$ cat src/rtl/ahblite_timer.sv
// AHB-Lite zero-wait-state timer: 32-bit down counter, 8-bit prescaler,
// periodic/one-shot modes and a level interrupt.
module ahblite_timer #(
    parameter logic [31:0] RESET_LOAD = 32'h0000_0000
) (
    input  logic        HCLK,
    input  logic        HRESET,
    input  logic        HSEL,
    input  logic [31:0] HADDR,
    input  logic [1:0]  HTRANS,
    input  logic [2:0]  HSIZE,
    input  logic [3:0]  HPROT,
    input  logic        HWRITE,
    input  logic [31:0] HWDATA,
    input  logic        HREADY,
    output logic        HREADYOUT,
    output logic [31:0] HRDATA,
    output logic        HRESP,
    output logic        TIMER_IRQ
);

    // Address-phase capture
    logic       dp_vld_q;
    logic [1:0] dp_word_q;
    logic [1:0] dp_lane_q;
    logic [1:0] dp_size_q;
    logic       dp_write_q;
    logic       accept;

    // Timer state
    logic        en_q, en_d;
    logic        inten_q, inten_d;
    logic        oneshot_q, oneshot_d;
    logic [7:0]  prescale_q, prescale_d;
    logic [31:0] load_q, load_d;
    logic [31:0] value_q, value_d;
    logic [7:0]  pc_q, pc_d;
    logic        if_q, if_d;

    logic [3:0]  be;
    logic        wr_en, wr_ctrl, wr_load, wr_status;
    logic        tick, tick_eff, if_set;

    logic unused;
    assign unused = ^{HADDR[31:4], HPROT, HSIZE[2]};

    assign HREADYOUT = 1'b1;
    assign HRESP     = 1'b0;
    assign accept    = HSEL & HTRANS[1] & HREADY;

    always_ff @(posedge HCLK or posedge HRESET) begin
        if (HRESET) begin
            dp_vld_q   <= 1'b0;
            dp_word_q  <= 2'd0;
            dp_lane_q  <= 2'd0;
            dp_size_q  <= 2'd0;
            dp_write_q <= 1'b0;
        end else if (HREADY) begin
            dp_vld_q <= accept;
            if (accept) begin
                dp_word_q  <= HADDR[3:2];
                dp_lane_q  <= HADDR[1:0];
                dp_size_q  <= HSIZE[1:0];
                dp_write_q <= HWRITE;
            end
        end
    end

    always_comb begin
        be = 4'b1111;
        case (dp_size_q)
            2'd0:    be = 4'b0001 << dp_lane_q;
            2'd1:    be = dp_lane_q[1] ? 4'b1100 : 4'b0011;
            default: be = 4'b1111;
        endcase
    end

    assign wr_en     = dp_vld_q & dp_write_q & HREADY;
    assign wr_ctrl   = wr_en & (dp_word_q == 2'd0);
    assign wr_load   = wr_en & (dp_word_q == 2'd1);
    assign wr_status = wr_en & (dp_word_q == 2'd3);

    assign tick     = en_q & (pc_q == prescale_q);
    // A LOAD write in the same edge cancels the tick's counter effects entirely
    assign tick_eff = tick & ~wr_load;

    always_comb begin
        en_d       = en_q;
        inten_d    = inten_q;
        oneshot_d  = oneshot_q;
        prescale_d = prescale_q;
        load_d     = load_q;
        value_d    = value_q;
        pc_d       = pc_q;
        if_d       = if_q;
        if_set     = 1'b0;

        if (en_q)
            pc_d = tick ? 8'd0 : pc_q + 8'd1;

        if (tick_eff) begin
            if (value_q == 32'd0) begin
                value_d = load_q;
                if_set  = 1'b1;
                if (oneshot_q)
                    en_d = 1'b0;
            end else begin
                value_d = value_q - 32'd1;
            end
        end

        if (wr_ctrl) begin
            if (be[0]) begin
                en_d      = HWDATA[0];
                inten_d   = HWDATA[1];
                oneshot_d = HWDATA[2];
            end
            if (be[1])
                prescale_d = HWDATA[15:8];
        end

        if (wr_load) begin
            for (int i = 0; i < 4; i++)
                if (be[i])
                    load_d[8*i +: 8] = HWDATA[8*i +: 8];
            value_d = load_d;
            pc_d    = 8'd0;
        end

        if (wr_status && be[0] && HWDATA[0])
            if_d = 1'b0;
        if (if_set)
            if_d = 1'b1;
    end

    always_ff @(posedge HCLK or posedge HRESET) begin
        if (HRESET) begin
            en_q       <= 1'b0;
            inten_q    <= 1'b0;
            oneshot_q  <= 1'b0;
            prescale_q <= 8'd0;
            load_q     <= RESET_LOAD;
            value_q    <= RESET_LOAD;
            pc_q       <= 8'd0;
            if_q       <= 1'b0;
        end else begin
            en_q       <= en_d;
            inten_q    <= inten_d;
            oneshot_q  <= oneshot_d;
            prescale_q <= prescale_d;
            load_q     <= load_d;
            value_q    <= value_d;
            pc_q       <= pc_d;
            if_q       <= if_d;
        end
    end

    always_comb begin
        HRDATA = 32'd0;
        if (dp_vld_q) begin
            case (dp_word_q)
                2'd0:    HRDATA = {16'd0, prescale_q, 5'd0, oneshot_q, inten_q, en_q};
                2'd1:    HRDATA = load_q;
                2'd2:    HRDATA = value_q;
                default: HRDATA = {31'd0, if_q};
            endcase
        end
    end

    assign TIMER_IRQ = if_q & inten_q;

endmodule

$ cat config.mk
export PLATFORM = sky130hd
export DESIGN_NAME = ahblite_timer
export DESIGN_NICKNAME = d
export VERILOG_FILES = /design/src/rtl/ahblite_timer.sv
export SDC_FILE = /design/constraint.sdc
export NUM_CORES = 1
export LEC_CHECK = 0
export CORE_ASPECT_RATIO = 0.8
export CORE_MARGIN = 2
export CORE_UTILIZATION = 48
export CTS_CLUSTER_DIAMETER = 100
export DETAILED_ROUTE_END_ITERATION = 10
export GPL_TIMING_DRIVEN = 0
export PLACE_DENSITY_LB_ADDON = 0.12
export SETUP_SLACK_MARGIN = 0.4
export SLEW_MARGIN = 15
export SYNTH_ARGS = -nofsm -noshare
export SYNTH_HDL_FRONTEND = slang
export SYNTH_SLANG_ARGS = --single-unit
$ cat constraint.sdc
create_clock -name HCLK -period 2.9 [get_ports HCLK]
set_clock_uncertainty 0.05 [all_clocks]
set_input_delay 0.435 -clock HCLK [delete_from_list [all_inputs] [get_ports HCLK]]
set_output_delay 0.435 -clock HCLK [all_outputs]
set_load 0.05 [all_outputs]
==> results by group <==
Floorplan
  • Die area: 13200 µm²
  • Initial Util: 48.8%
  • Die Ht: 103 µm
  • Core Area: 12100 µm²
  • Die width: 128 µm
  • IO Count: 113
  • FP Rows: 36

Synthesis
  • Post-Syn Area: 5920 µm²
  • Post-Synth Adder-Cell Area: 0.634%
  • Largest cells by area after synthesis: dfrtp_1 (39%), mux2_2 (8.6%), mux2i_1 (6.6%)
  • Synth Area in XOR/XNOR: 4.88%
  • Synth Flop Type: dfrtp_1
  • Post-synthesis sequential area ratio: 38.9%
  • Ys Warns: 0
  • Mux contribution to synthesized area: 15.5%
  • Largest family of logic cells by synthesized area: simple AND/OR/NAND/NOR gates
  • Commonest cells in the netlist: dfrtp_1 (92), nor2_1 (86), mux2_2 (45)
  • Number of synthesized flops with an enable pin: 0
  • Dominant cell by count in the synthesized netlist: dfrtp_1
  • Syn_area_per_cell: 9.23 µm²
  • Post-synth top area share: 38.9%
  • Synth Area in Compound Gates: 17.3%
  • Area leader, netlist: dfrtp_1
  • Yosys cell types: 61
  • Synth Instances: 641
  • Yosys reg bits: 92
  • Ys async rst share: 100%
  • Syn_nets: 722
  • Post-Synth Simple-Gate Area: 18.2%

Cells and area
  • Area added between synthesis and finish: 30.0%
  • Ant. Diodes: 0
  • Nets: 830
  • Finished Core Util: 63.5%
  • Share of layout cells above drive strength 1: 26.0%
  • Final Non-Filler Cells: 906

Clock network
  • Worst-Skew Late Latency: 0.36 ns
  • TritonCTS Sinks: 92
  • Root buf cell: clkbuf_16
  • Worst-path clk slew: 0.07 ns
  • Num CTS Buffers: 9
  • CTS max path bufs: 2
  • Htree depth: 3
  • CTS tree: yes

Job
  • Max-Cap Viols: 0

Timing
  • Max Clock Freq: 0.386 GHz
  • Final min period: 2.59 ns
  • Max-slew violation count: 0
  • RSZ-0062 raised after global routing: yes
  • Rel. slew slack: 40.2%
  • Setup TNS: 0 ns
  • Period utilization: 89.4%
  • Fin. Hold Viols: 0
  • Worst hold slack: 0.470 ns
  • Setup slack after layout: 0.307 ns
  • Worst slew pin tran: 0.889 ns
  • Endpoints failing setup: 0

Detailed routing
  • DR vias: 5660
  • Remaining DRCs: 0
  • WL per Instance: 21.6 µm
  • Routed WL: 19.6 mm
  • ANT nets after route: 0
  • Pre-antenna DRT Iters: 5
  • DR iter-0 viols: 435
  • Routed vias/inst: 6.25

Global routing
  • Global route overflow: 0
  • Initial antenna violation count: 0
  • Global-route wire length before repair: 30.6 mm
  • Largest net degree at the start of global routing: 34
  • Global-route usage over all layers: 30.5%
  • Vias in the first global route: 5457

Hold path
  • Class of the worst hold path: reg2reg

Placement
  • Port bufs: 76
  • Hpwl dp: 13.8 mm
  • Routability Congestion: 0.925
  • Pre-CTS WS: -0.563 ns
  • Placed cell count: 872

Critical path
  • Crit path DAT: 2.79 ns
  • Setup crit start kind: flip-flop
  • Critical setup path kind: reg2reg
  • CP max FO: 7
  • CP endpoint kind: flip-flop
  • CP required: 3.10 ns

Run status
  • Status: finished, final reports clean

Power and ir drop
  • Power density cells: 827 nW/µm²
  • Part of the power in the clock network: 23.1%
  • Lkg Pwr: 3.32 nW
  • Comb pwr share: 37.7%
  • Sw Pwr: 2.54 mW
  • Maximum VDD drop: 0.525 mV
  • Sequential power share: 39.3%
  • P_int: 3.82 mW
  • Sw Share: 40.0%
[per-stage QoR]
stage	total power, mW	instance area (µm²)
after global routing	6.70	7690
after floorplan	3.88	5920
after CTS	6.17	7460
final	6.36	7690
after detailed placement	4.57	6920
after global placement	4.49	6870
[area by class of cell]
type                            instances  area, µm²
Buffer                                 49        309
Clock buffer                            9        225
Clock inverter                          7        139
Fill cell                            1060       4430
Inverter                               11       45.0
Multi-Input combinational cell        489       3610
Sequential cell                        92       2300
Tap cell                              152        190
Timing Repair Buffer                   97        867
[cell families after synthesis]
logic type      after synthesis
other cells                   2
mux                          85
compound gates              154
simple gates                212
buf+inv                      60
fa+ha+maj                     3
flops                        92
xor+xnor                     33
[what timing repair did]
action / in CTS / in global routing
hold endpoints to repair: 0 / 0
pin swaps: 13 / 8
gates resized for setup: 217 / 96
buffers inserted: 13 / 5
setup endpoints to repair: 96 / 89
hold buffers: 0 / 0
[state kept, by name, summed over array words and instances (netlist names)]
name / count
dp_size_q: 2
load_q: 32
prescale_q: 8
inten_q: 1
oneshot_q: 1
dp_word_q: 2
pc_q: 8
dp_vld_q: 1
if_q: 1
dp_write_q: 1
value_q: 32
dp_lane_q: 2
en_q: 1
[cell usage in the layout (no fill, tap or decap), types with 11 or more instances in the layout]
cell | netlist | layout
clkdlybuf4s50_1 | 0 | 44
a21oi_1 | 39 | 39
mux2i_1 | 39 | 39
clkbuf_2 | 0 | 11
xnor2_1 | 19 | 19
xor2_1 | 14 | 14
o21ai_0 | 22 | 21
mux2_2 | 45 | 45
buf_4 | 2 | 47
nand2_1 | 33 | 30
buf_2 | 5 | 11
a22oi_1 | 29 | 26
dfrtp_1 | 92 | 91
nor2_1 | 86 | 84
nor3_1 | 16 | 13
nand3_1 | 13 | 12
[per-layer routing]
| layer | vias up | track usage (%) | wire (µm) |
|---|---|---|---|
| li1 | 2563 | - | - |
| met1 | 2814 | 45.2 | 9260 |
| met2 | 255 | 45.0 | 8440 |
| met3 | 28 | 6.58 | 1560 |
| met4 | 0 | 8.96 | 319 |
| met5 | - | 0 | 0 |
[power groups by stage]
stage | Clock (mW) | Sequential, mW | Combinational [mW]
after floorplan | 0 | 2.20 | 1.68
after global placement | 0 | 2.38 | 2.10
after detailed placement | 0 | 2.41 | 2.17
after global routing | 1.53 | 2.56 | 2.60
final | 1.47 | 2.50 | 2.40
after CTS | 1.48 | 2.43 | 2.26
[final timing paths]
path                            start           to  slack (ns)  cells after the start
max                        value_q[3]  value_q[23]        0.31                      8
min                        dp_write_q   dp_write_q        0.47                      1
max reg2reg                value_q[3]  value_q[23]        0.31                      8
min reg2reg                dp_write_q   dp_write_q        0.47                      1
max in group asynchronous      HRESET  value_q[12]        1.66                      3
min in group asynchronous      HRESET  value_q[31]        0.52                      2
[worst max-delay path, cell delays in order, from the launching register on]
cell	delay (ns)
dfrtp_1	0.50
or4_4	0.46
buf_6	0.14
or4_4	0.53
buf_8	0.16
nor2_8	0.10
nand2_2	0.06
a211o_1	0.27
a31o_1	0.21
Power figures use the tool's default switching activity.
